$ cat src/rtl/logger_uart_tx_if.sv
// Logger FIFO read port plus UART line and status outputs of the serial back end.
// master = the UART transmitter, slave = the FIFO / status side.
interface logger_uart_tx_if #(
  parameter int CNT_W = 32
);
  logic             fifo_rd_en;
  logic [7:0]       fifo_dout;
  logic             fifo_empty;
  logic             uart_txd;
  logic             tx_busy;
  logic             byte_done;
  logic [CNT_W-1:0] byte_cnt;
  logic [CNT_W-1:0] line_cnt;

  modport master (
    output fifo_rd_en,
    input  fifo_dout,
    input  fifo_empty,
    output uart_txd,
    output tx_busy,
    output byte_done,
    output byte_cnt,
    output line_cnt
  );

  modport slave (
    input  fifo_rd_en,
    output fifo_dout,
    output fifo_empty,
    input  uart_txd,
    input  tx_busy,
    input  byte_done,
    input  byte_cnt,
    input  line_cnt
  );
endinterface

$ cat src/rtl/logger_uart_tx.sv
// Drains the logger FIFO one byte per frame onto an 8N1 UART line (LSB first) and counts bytes/lines.
// Latency: txd falls 2 cycles after the read strobe; the FIFO is only read from IDLE, one read per frame.
module logger_uart_tx #(
  parameter int CLK_HZ = 125_000_000,
  parameter int BAUD   = 115_200,
  parameter int CNT_W  = 32
) (
  input  logic             clk,
  input  logic             rst,
  logger_uart_tx_if.master bus
);

  localparam int CLKS_PER_BIT = (CLK_HZ + BAUD / 2) / BAUD;
  localparam int BAUD_W       = (CLKS_PER_BIT > 1) ? $clog2(CLKS_PER_BIT) : 1;
  localparam logic [BAUD_W-1:0] BAUD_LAST = BAUD_W'(CLKS_PER_BIT - 1);

  generate
    if (CLKS_PER_BIT < 2) begin : g_cpb_check
      $error("logger_uart_tx: CLKS_PER_BIT must be at least 2");
    end
  endgenerate

  typedef enum logic [2:0] {
    IDLE  = 3'd0,
    LOAD  = 3'd1,
    START = 3'd2,
    DATA  = 3'd3,
    STOP  = 3'd4
  } state_t;

  state_t             r_state;
  state_t             w_next;
  logic [7:0]         r_shift;
  logic [7:0]         r_copy;
  logic [BAUD_W-1:0]  r_baud;
  logic [2:0]         r_bit_idx;
  logic               r_txd;
  logic [CNT_W-1:0]   r_byte_cnt;
  logic [CNT_W-1:0]   r_line_cnt;

  logic               w_bit_end;
  logic               w_rd_en;
  logic               w_byte_done;
  logic               w_txd_d;

  assign w_bit_end = (r_baud == BAUD_LAST);

  always_comb begin
    w_next      = r_state;
    w_rd_en     = 1'b0;
    w_byte_done = 1'b0;
    case (r_state)
      IDLE: begin
        w_rd_en = ~bus.fifo_empty;
        if (!bus.fifo_empty) w_next = LOAD;
      end
      LOAD:  w_next = START;
      START: if (w_bit_end) w_next = DATA;
      DATA:  if (w_bit_end && (r_bit_idx == 3'd7)) w_next = STOP;
      STOP: begin
        if (w_bit_end) begin
          w_byte_done = 1'b1;
          w_next      = IDLE;
        end
      end
      default: w_next = IDLE;
    endcase
  end

  // Line level for the next cycle, so uart_txd comes straight from a flop.
  always_comb begin
    w_txd_d = 1'b1;
    case (w_next)
      START:   w_txd_d = 1'b0;
      DATA:    w_txd_d = (r_state == DATA && w_bit_end) ? r_shift[1] : r_shift[0];
      default: w_txd_d = 1'b1;
    endcase
  end

  always_ff @(posedge clk) begin
    if (rst) begin
      r_state    <= IDLE;
      r_txd      <= 1'b1;
      r_shift    <= 8'h00;
      r_copy     <= 8'h00;
      r_baud     <= '0;
      r_bit_idx  <= 3'd0;
      r_byte_cnt <= '0;
      r_line_cnt <= '0;
    end else begin
      r_state <= w_next;
      r_txd   <= w_txd_d;
      case (r_state)
        LOAD: begin
          r_shift   <= bus.fifo_dout;
          r_copy    <= bus.fifo_dout;
          r_baud    <= '0;
          r_bit_idx <= 3'd0;
        end
        START: r_baud <= w_bit_end ? '0 : r_baud + 1'b1;
        DATA: begin
          r_baud <= w_bit_end ? '0 : r_baud + 1'b1;
          if (w_bit_end) begin
            r_shift   <= {1'b0, r_shift[7:1]};
            r_bit_idx <= r_bit_idx + 1'b1;
          end
        end
        STOP: begin
          r_baud <= w_bit_end ? '0 : r_baud + 1'b1;
          if (w_bit_end) begin
            r_byte_cnt <= r_byte_cnt + CNT_W'(1);
            if (r_copy == 8'h0A) r_line_cnt <= r_line_cnt + CNT_W'(1);
          end
        end
        default: ;
      endcase
    end
  end

  assign bus.fifo_rd_en = w_rd_en;
  assign bus.uart_txd   = r_txd;
  assign bus.tx_busy    = (r_state != IDLE);
  assign bus.byte_done  = w_byte_done;
  assign bus.byte_cnt   = r_byte_cnt;
  assign bus.line_cnt   = r_line_cnt;

endmodule

$ cat src/flat_wrapper.sv
// flat-port wrapper written by rule: the top's interface ports become plain ports
module logger_uart_tx_flat 
#(
  parameter int CLK_HZ = 125_000_000,
  parameter int BAUD   = 115_200,
  parameter int CNT_W  = 32
)
  (clk, rst, bus_fifo_rd_en, bus_fifo_dout, bus_fifo_empty, bus_uart_txd, bus_tx_busy, bus_byte_done, bus_byte_cnt, bus_line_cnt);
  logger_uart_tx_if #(.CNT_W(CNT_W)) bus_i ();
  input  logic clk;
  input  logic rst;
  output wire logic [$bits(bus_i.fifo_rd_en)-1:0] bus_fifo_rd_en;
  input wire logic [$bits(bus_i.fifo_dout)-1:0] bus_fifo_dout;
  input wire logic [$bits(bus_i.fifo_empty)-1:0] bus_fifo_empty;
  output wire logic [$bits(bus_i.uart_txd)-1:0] bus_uart_txd;
  output wire logic [$bits(bus_i.tx_busy)-1:0] bus_tx_busy;
  output wire logic [$bits(bus_i.byte_done)-1:0] bus_byte_done;
  output wire logic [$bits(bus_i.byte_cnt)-1:0] bus_byte_cnt;
  output wire logic [$bits(bus_i.line_cnt)-1:0] bus_line_cnt;
  assign bus_fifo_rd_en = bus_i.fifo_rd_en;
  assign bus_i.fifo_dout = bus_fifo_dout;
  assign bus_i.fifo_empty = bus_fifo_empty;
  assign bus_uart_txd = bus_i.uart_txd;
  assign bus_tx_busy = bus_i.tx_busy;
  assign bus_byte_done = bus_i.byte_done;
  assign bus_byte_cnt = bus_i.byte_cnt;
  assign bus_line_cnt = bus_i.line_cnt;
  logger_uart_tx #(.CLK_HZ(CLK_HZ), .BAUD(BAUD), .CNT_W(CNT_W)) u_core (.clk(clk), .rst(rst), .bus(bus_i));
endmodule
$ cat config.mk
export PLATFORM = sky130hd
export DESIGN_NAME = logger_uart_tx_flat
export DESIGN_NICKNAME = d
export VERILOG_FILES = /design/src/rtl/logger_uart_tx_if.sv /design/src/rtl/logger_uart_tx.sv /design/src/flat_wrapper.sv
export SDC_FILE = /design/constraint.sdc
export NUM_CORES = 1
export LEC_CHECK = 0
export BUFFER_PORTS_ARGS = -buffer_cell sky130_fd_sc_hd__clkbuf_2
export CAP_MARGIN = 20
export CORE_ASPECT_RATIO = 1.2
export CORE_MARGIN = 1.5
export CORE_UTILIZATION = 50
export CTS_CLUSTER_DIAMETER = 30
export DETAILED_ROUTE_END_ITERATION = 8
export GPL_ROUTABILITY_DRIVEN = 1
export PLACE_DENSITY = 0.72
export SLEW_MARGIN = 20
export SYNTH_ARGS = -nofsm -noshare
export SYNTH_HDL_FRONTEND = slang
export SYNTH_SLANG_ARGS = --single-unit
$ cat constraint.sdc
create_clock -name clk -period 3.4 [get_ports clk]
set_input_delay 0.68 -clock clk [delete_from_list [all_inputs] [get_ports clk]]
set_output_delay 0.68 -clock clk [all_outputs]
set_load 0.02 [all_outputs]
# Yosys cells after proc, flatten, opt, wreduce, memory -nomap -nowiden
# Index checks and enable logic that the tools add are counted.
[totals] reg_bits=98 inputBits=11 out_inout_bits=68 wordCells=49
[classes] addsub=4 n_eq_ne=10 n_mux=16 bitwise_logic=1 n_reduce_logical=10
[op_table] operator="adder 32 x 1 -> 32 bit (second input constant)" count=2
[op_table] operator="one-hot mux 11 bit (2 select lines)" count=1
[op_table] operator="one-hot mux 8 bit (2 select lines)" count=1
[op_table] operator="two-way mux 3 bit" count=5
[op_table] operator="one-hot mux 3 bit (5 select lines)" count=1
[op_table] operator="equality test 3 x 2 -> 1 bit (second input constant)" count=4
[op_table] operator="adder 11 x 1 -> 11 bit (second input constant)" count=1
[op_table] operator="equality test 11 bit (second input constant)" count=1
[op_table] operator="two-way mux 11 bit" count=1
[op_table] operator="equality test 8 x 4 -> 1 bit (second input constant)" count=1
[op_table] operator="two-way mux 8 bit" count=1
[op_table] operator="equality test 3 bit (second input constant)" count=2
[op_table] operator="one-hot mux 3 bit (2 select lines)" count=1
[op_table] operator="two-way mux 1 bit" count=4
[op_table] operator="AND reduction 2 bit" count=2
[op_table] operator="nonzero test 2 bit" count=2
[op_table] operator="adder 3 x 1 -> 3 bit (second input constant)" count=1
[op_table] operator="equality test 3 x 1 -> 1 bit (second input constant)" count=1
[op_table] operator="zero test 3 bit" count=1
[op_table] operator="AND reduction 3 bit" count=1
[op_table] operator="nonzero test 3 bit" count=1
[op_table] operator="OR reduction 3 bit" count=1
[op_table] operator="logical AND 1 bit" count=2
[op_table] operator="inequality test 2 x 1 -> 1 bit (second input constant)" count=1
[op_table] operator="2 further kinds" count=2

# Depth between registers and ports, before layout
# Gate-level depths: netlist of the first run.
[logic_depth] depth_word=6 mapped_depth=9 depth_no_buf=8

# Least setup slack after synthesis of the first run
# Ideal clock, no wire load.
[synth_path] path_kind="register to register" start="reg u_core.r_baud[0]" end="reg u_core.r_line_cnt[22], in the netlist u_core.bus.line_cnt[22]" arrival_time_ns=2.104 required_time_ns=3.268 path_slack_ns=1.164 stages_incl_launch_ff=10 n_path_buf=2 period_less_slack_ns=2.236 path_cell_list="dfxtp_1 inv_1 ha_1 or4bb_1 nor4_4 nand3_1 buf_2 clkbuf_1 o31ai_1 a21oi_1"
[synth_between] elab_chain_cells=2
[synth_lines] element="from (decl)" line_no="logger_uart_tx.sv:35" source="logic [BAUD_W-1:0] r_baud;"
[synth_lines] element="from (signal assigned)" line_no="logger_uart_tx.sv:100" source="START: r_baud <= w_bit_end ? '0 : r_baud + 1'b1;"
[synth_lines] element="from (signal assigned)" line_no="logger_uart_tx.sv:102" source="r_baud <= w_bit_end ? '0 : r_baud + 1'b1;"
[synth_lines] element="from (signal assigned)" line_no="logger_uart_tx.sv:109" source="r_baud <= w_bit_end ? '0 : r_baud + 1'b1;"
[synth_lines] element="equality test 11 bit" line_no="logger_uart_tx.sv:46" source="assign w_bit_end = (r_baud == BAUD_LAST);"
[synth_lines] element="AND reduction 3 bit (no source line)"
[synth_lines] element="to (signal assigned)" line_no="logger_uart_tx.sv:112" source="if (r_copy == 8'h0A) r_line_cnt <= r_line_cnt + CNT_W'(1);"
[synth_lines] element="to (decl)" line_no="logger_uart_tx.sv:39" source="logic [CNT_W-1:0] r_line_cnt;"
# No other way between the ends.
# A chain may end at the register's enable or synchronous reset.

# Worst setup path in the final report of the first run
[layout_path] start="reg u_core.r_baud[0]" end="out bus_byte_done"
[layout_between] elab_chain_cells=3
[layout_lines] element="equality test 11 bit" line_no="logger_uart_tx.sv:46"
[layout_lines] element="two-way mux 1 bit" line_no="logger_uart_tx.sv:61" source="if (w_bit_end) begin"
[layout_lines] element="two-way mux 1 bit" line_no="logger_uart_tx.sv:52" source="case (r_state)"
[layout_lines] element="to (decl)" line_no="flat_wrapper.sv:17" source="output wire logic [$bits(bus_i.byte_done)-1:0] bus_byte_done;"
# No other way between the ends.

==> run_results.csv, run 1 <==
group,metric,value,unit
outcome,status,"finished clean",
clock_network,post_cts_resized,0,
floorplan,core_area,8990,sq um
layout,mostFrequentLayoutCells,"98 x dfxtp_1, 78 x clkbuf_2, 72 x nor2_1, 64 x nand2_1, 41 x a21oi_1",
power,internal-power,1.48,mW
yosys,syn-cell-area,4610,sq um
layout,regArea,1960,sq um
sta,tightest_slew,0.687,ns
yosys,ys_seq_area_share,42.5,%
detailed_routing,ant_nets,0,
layout,drive_above_1_share,17.2,%
yosys,async_flop_share,0,%
layout,num_antenna_cells,0,
global_route,grt_max_degree,32,
detailed_routing,drtIter0Drc,170,
power,swShare,23.7,%
setup_path,r2r_cells,9,
floorplan,ios,79,
sta,max_freq,0.386,GHz
sta,maxSlewViolCount,0,
clock_network,clk_path_buf_depth,2,
clock_network,hold_buffers,0,
clock_network,cts_setup_buffers,0,
detailed_routing,vias,4226,
power,seq_power_share,61.3,%
yosys,ys.flop_type,"dfxtp_1",
global_route,grt_pass1_vias,3863,
setup_path,critPathBufInv,4,
run,drv_cap,0,
yosys,yosysWarningCount,0,
place,place_congestion,0.830,
min_path,min_path_cells,2,
setup_path,start_kind,"register",
place,port_buffers,78,
clock_network,cts.sinks,98,
place,place_hpwl,7520,um
clock_network,cts_tree,"yes",
yosys,ys_types,48,
yosys,synth_top_area_cell,"dfxtp_1",
yosys,synth_top_area_share,42.5,%
detailed_routing,drcViolationCount,0,
global_route,grt_usage,21.9,%
min_path,hold_start,"u_core.r_copy[1]",
clock_network,cts-root-buf,"clkbuf_8",
power,peakVddDrop,0.189,mV
sta,period_share,76.1,%
setup_path,ff2ff_setup_slack,0.83,ns
clock_network,insertion_delay,0.37,ns
sta,finalHoldViolations,0,
setup_path,r2r-start,"u_core.r_baud[0]",
setup_path,worstPathRequired,2.72,ns
setup_path,path_max_fanout,13,
layout,area.growth.synth_to_final,13.6,%
floorplan,initial_core_util,51.3,%
min_path,hp-class,"register to register",
layout,multi_input_area,2500,sq um
floorplan,die_y,108,um
sta,relSlewSlack,53.6,%
detailed_routing,viasPerCell,5.64,
floorplan,dieArea,9810,sq um
layout,final_cells,749,
setup_path,cp_slowest_stage_delay,0.33,ns
setup_path,critPathSlowestCell,"dfxtp_1",
floorplan,die_x,90.7,um
layout,nets,645,
sta,rsz0062_at_grt,"no",
sta,setup_viol,0,
layout,fillCellCount,821,
global_route,antenna_found_initial,0,
yosys,postSynthNetCount,575,
setup_path,r2r_end,"u_core.bus.line_cnt[30]",
setup_path,critPathTopFamily,"buffers and inverters",
power,p_total,1.93,mW
yosys,synth-seq-cells,98,
detailed_routing,first_pass_iters,4,
clock_network,clkTransAtPathRegs,0.08,ns
setup_path,crit_path_end_kind,"output pin",
detailed_routing,wl,10400,um
sta,finalSetupTns,0,ns
power,power.switching,458,uW
yosys,synthCells,558,
detailed_routing,detail_route.wl_per_cell,13.8,um
setup_path,cp_data_arrival_time,1.91,ns
power,comb_power_share,5.9,%
power,p_clk_share,32.8,%
global_route,grt-ovfl-total,0,
sta,fin_worst_skew,0.0109,ns
place,placed_cells,737,
power,p_per_area,369,nW/um^2
min_path,hold_end,"u_core.r_copy[1]",
setup_path,path_class,"register to output pin",
sta,fin_crit,2.59,ns
clock_network,cts-buffers-inserted,9,
layout,layout_commonest_cell,"dfxtp_1",
setup_path,path_cells,"inv_1 -> ha_1 -> and4bb_2 -> nand4_1 -> buf_4 -> inv_2 -> clkbuf_2",
yosys,syn_avg_cell_area,8.27,sq um
power,total_leakage_power,1.90,nW
yosys,yosys-top-cells-area,"dfxtp_1 43%, nor2_1 5.9%, nand2_1 5.2%",
layout,final_util,58.3,%
floorplan,rows,38,
yosys,synth_edf_count,0,
global_route,grt_pass1_wl,17500,um
clock_network,cts-htree-levels,3,
==> tightest hold or removal path: cells and delay by family, from the launching register on <==
family,cells,cell delay (ns)
AND/OR/NAND/NOR,1,0.05
flip-flops,1,0.31
AO/OA/AOI/OAI,1,0.05
==> cell usage after synthesis, drive strengths merged (3+ instances only) <==
cell    count
a21oi      41
a311oi      8
and2        5
and3        9
and4        5
buf         5
clkbuf     20
dfxtp      98
ha          6
inv        13
nand2      64
nand2b      3
nand3      32
nand4      27
nor2       72
nor3       13
nor4       10
o21a        5
o21ai      14
o31ai      15
or2         3
or3        11
or4        16
xnor2      20
xor2       21
==> worst max path at each step <==
stage | start | end | slack, ns | cells after the start
floorplan | u_core.r_baud[0] | u_core.bus.line_cnt[22] | 1.16 | 9
global placement | u_core.r_baud[0] | u_core.bus.line_cnt[30] | 0.91 | 9
detailed placement | u_core.r_baud[0] | u_core.bus.line_cnt[30] | 0.82 | 9
CTS | u_core.r_baud[0] | u_core.bus.line_cnt[30] | 0.80 | 9
global route | u_core.r_baud[0] | u_core.bus.line_cnt[31] | 0.64 | 8
finish | u_core.r_baud[0] | bus_byte_done | 0.81 | 7
==> cell families after synthesis <==
family	Yosys count	share of synthesized area, %
adders and majority gates	6	1.63
DFF	98	42.5
muxes	2	0.434
buffers and inverters	38	3.34
and+or+nand+nor	281	32.0
AOI/OAI and AO/OA	92	12.3
xor gates and xnor gates	41	7.78
==> per-stage QoR <==
step / cell area (sq um) / worst slack (ns) / hold WS [ns]
5_1_grt: 5240 / 0.640 / 0.467
3_5_place_dp: 5090 / 0.823 / 0.443
2_1_floorplan: 4610 / 1.16 / 0.431
3_3_place_gp: 5090 / 0.905 / 0.442
4_1_cts: 5240 / 0.798 / 0.455
6_report: 5240 / 0.813 / 0.453
==> state kept, by name, summed over array words and instances (netlist names) <==
signal / flops
u_core.r_baud: 11
u_core.bus.line_cnt: 32
u_core.r_shift: 8
u_core.bus.byte_cnt: 32
u_core.r_state: 3
u_core.bus.uart_txd: 1
u_core.r_copy: 8
u_core.r_bit_idx: 3
==> per-layer routing <==
layer / up-vias / track usage [%] / share of wire, % / wire length (um)
li1: 2133 / - / - / -
met1: 1984 / 26.9 / 45 / 4680
met2: 95 / 37.1 / 48 / 5000
met3: 14 / 3.73 / 4.7 / 483
met4: 0 / 11.1 / 2.0 / 209
met5: - / 0 / 0 / 0
==> power groups by stage <==
stage / clock, mW / sequential (mW) / combinational (mW)
3_3_place_gp: 0 / 1.21 / 0.112
5_1_grt: 0.702 / 1.19 / 0.127
2_1_floorplan: 0 / 1.21 / 0.0929
3_5_place_dp: 0 / 1.21 / 0.114
4_1_cts: 0.650 / 1.19 / 0.115
6_report: 0.634 / 1.19 / 0.114
==> final cells by class <==
class,count,area share (%)
multi-input cells,422,47.7
flip-flops and latches,98,37.4
repair buffers,84,8.31
well taps,120,2.87
clock buffers,11,2.70
inverters,13,0.931
clock inverters,1,0.0955
Power figures use the tool's default switching activity.
==> run 2: changes to the inputs <==
ABC_AREA = 1   (was not set)
PLACE_DENSITY = 0.74   (was 0.72)
clock period = 2.37 ns   (was 3.4 ns; I/O delays follow)
==> run 2 against run 1 <==
Compared with the run above:
- sequential power grew 43%
- sequential share of layout area shrank 7.0 points
- flip-flop and latch count is the same
- first-iteration DRC count grew 41%
- cell count grew 52%
- clock power grew 140%
- worst setup slack lost 0.65 ns
- count of clock-buffer cells in the layout grew 1
- die area grew 22%
- critical path type unchanged
==> run_results.csv, run 2 <==
group,metric,value,unit
global_route,grt_usage,25.3,%
outcome,status,"finished clean",
clock_network,cts-buffers-inserted,9,
layout,drive_above_1_share,13.5,%
yosys,async_flop_share,0,%
clock_network,hold_buffers,0,
setup_path,cp_data_arrival_time,1.74,ns
clock_network,insertion_delay,0.35,ns
yosys,ys.flop_type,"dfxtp_1",
sta,setup_viol,0,
place,place_area,6140,sq um
setup_path,path_max_fanout,6,
clock_network,cts-root-buf,"clkbuf_16",
clock_network,cts_setup_buffers,0,
setup_path,path_cells,"inv_1 -> ha_1 -> nand2_1 -> nor2_1 -> nand3_2 -> inv_2 -> clkbuf_2",
sta,max_freq,0.452,GHz
yosys,synthCells,927,
floorplan,initial_core_util,51.1,%
layout,fin_area,6440,sq um
sta,setup_slack,0.159,ns
sta,whs,0.393,ns
yosys,synth-seq-cells,98,
clock_network,post_cts_resized,0,
sta,finalHoldViolations,0,
clock_network,cts.sinks,98,
yosys,yosys-top-cells-area,"dfxtp_1 35%, nand2_1 23%, nor2_1 11%",
setup_path,ff2ff_setup_slack,0.51,ns
sta,fin_worst_skew,0.00550,ns
global_route,grt_pass1_wl,24500,um
detailed_routing,met3WireLength,782,um
place,placed_cells,1123,
layout,final_cells,1138,
setup_path,crit_path_end_kind,"output pin",
yosys,synth_edf_count,0,
global_route,grt-ovfl-total,0,
floorplan,core_area,11000,sq um
setup_path,path_class,"register to output pin",
layout,nets,1019,
yosys,yosysMostFrequentCell,"nand2_1",
global_route,antenna_found_initial,0,
setup_path,r2r_end,"u_core.bus.byte_cnt[12]",
layout,area.growth.synth_to_final,14.2,%
sta,finalSetupTns,0,ns
clock_network,cts_tree,"yes",
clock_network,cts-htree-levels,3,
power,comb_power_share,5.6,%
yosys,syn-cell-area,5640,sq um
setup_path,worstPathRequired,1.90,ns
sta,fin_crit,2.21,ns
setup_path,r2r-start,"u_core.bus.byte_cnt[0]",
min_path,hp-class,"input pin to register",
yosys,synth_top_area_share,34.8,%
yosys,synth_top_area_cell,"dfxtp_1",
power,p_total,3.41,mW
detailed_routing,wl_met1,6330,um
place,port_buffers,78,
yosys,postSynthNetCount,944,
clock_network,clk_path_buf_depth,2,
run,drv_cap,0,
detailed_routing,highest_layer,"met4",
yosys,syn_avg_cell_area,6.09,sq um
setup_path,r2r_cells,8,
floorplan,die_x,100,um
floorplan,die_y,119,um
layout,mostFrequentLayoutCells,"352 x nand2_1, 166 x nor2_1, 98 x dfxtp_1, 78 x clkbuf_2, 64 x a21oi_1",
place,place_ws,0.519,ns
setup_path,crit_start,"u_core.r_baud[0]",
layout,final_util,58.4,%
sta,period_share,93.3,%
min_path,hold_start,"bus_fifo_dout[7]",
power,swShare,22.2,%
setup_path,cp-endpoint,"bus_byte_done",
detailed_routing,drcViolationCount,0,
layout,num_antenna_cells,0,
power,p_per_area,530,nW/um^2
setup_path,cp_slowest_stage_delay,0.31,ns
setup_path,start_kind,"register",
place,place_congestion,0.893,
power,peakVddDrop,0.303,mV
layout,layout_commonest_cell,"nand2_1",
floorplan,ios,79,
sta,maxSlewViolCount,0,
detailed_routing,ant_nets,0,
floorplan,dieArea,11900,sq um
global_route,grt_max_degree,61,
sta,tightest_slew,0.736,ns
detailed_routing,drtIter0Drc,239,
floorplan,rows,42,
detailed_routing,wl_met2,7060,um
yosys,yosysWarningCount,0,
detailed_routing,detail_route.wl_per_cell,12.8,um
power,p_clk_share,44.7,%
power,power.switching,760,uW
setup_path,critPathSlowestCell,"dfxtp_1",
yosys,ys_seq_area_share,34.8,%
detailed_routing,wl,14600,um
sta,relSlewSlack,50.9,%
yosys,ys_types,33,
power,seq_power_share,49.7,%
place,place_hpwl,10700,um
power,total_leakage_power,2.49,nW
detailed_routing,viasPerCell,5.19,
sta,rsz0062_at_grt,"no",
detailed_routing,vias,5908,
clock_network,clkTransAtPathRegs,0.06,ns
global_route,grt_pass1_vias,5276,
yosys,synth_common_cells,"352 x nand2_1, 166 x nor2_1, 98 x dfxtp_1, 64 x a21oi_1, 62 x inv_1",
power,internal-power,2.66,mW
detailed_routing,first_pass_iters,5,
run 2: cell count changes after synthesis, moves of 10 or more:
cell and change:
nand2_1 +288, a21oi_2 +10, nand3_1 +20, a21oi_1 +23
or3_1 -11, nand4_1 -23, or4_1 -16, o21ai_0 +11
xnor2_1 -14, nand2_2 +13, inv_1 +50, o31ai_1 -15
nor2_1 +94
run 2: worst min-delay path by stage:
stage / end / slack, ns / cells after the start
floorplan: u_core.r_bit_idx[0] / 0.43 / 1
global placement: u_core.r_copy[0] / 0.44 / 2
detailed placement: u_core.r_copy[0] / 0.45 / 2
CTS: u_core.r_copy[7] / 0.38 / 3
global route: u_core.r_copy[7] / 0.41 / 3
finish: u_core.r_copy[7] / 0.39 / 3
run 2: area by class of cell:
| type | count | area [sq um] |
|---|---|---|
| Fill cell | 1132 | 4590 |
| Sequential cell | 98 | 1960 |
| Inverter | 71 | 272 |
| Timing Repair Buffer | 85 | 443 |
| Tap cell | 132 | 165 |
| Multi-Input combinational cell | 737 | 3300 |
| Clock inverter | 3 | 65.1 |
| Clock buffer | 12 | 236 |
run 2: critical path: cells and delay by family, from the launching register on:
kind / cells / cell delay, ns
buffers and inverters: 3 / 0.46
and+or+nand+nor: 3 / 0.42
DFF: 1 / 0.31
adders and majority gates: 1 / 0.20
run 2: logic make-up after synthesis:
group / after synthesis / share of synthesized area, %
AND/OR/NAND/NOR: 606 / 43.8
flip-flops: 98 / 34.8
XOR/XNOR: 23 / 3.57
adder cells (fa/ha/maj): 6 / 1.33
buffers and inverters: 92 / 6.70
AO/OA/AOI/OAI: 102 / 9.80
run 2: per-layer routing:
layer | global-route usage, % | vias to the layer above
met2 | 42.9 | 167
met3 | 4.05 | 27
li1 | - | 3068
met4 | 10.4 | 0
met5 | 0 | -
met1 | 31.6 | 2646
run 2: power by group through the flow:
stage          clock network, mW  logic, mW  registers (mW)
2_1_floorplan                  0      0.136            1.73
5_1_grt                     1.62      0.218            1.70
3_3_place_gp                   0      0.190            1.73
3_5_place_dp                   0      0.191            1.73
6_report                    1.53      0.191            1.70
4_1_cts                     1.56      0.192            1.70
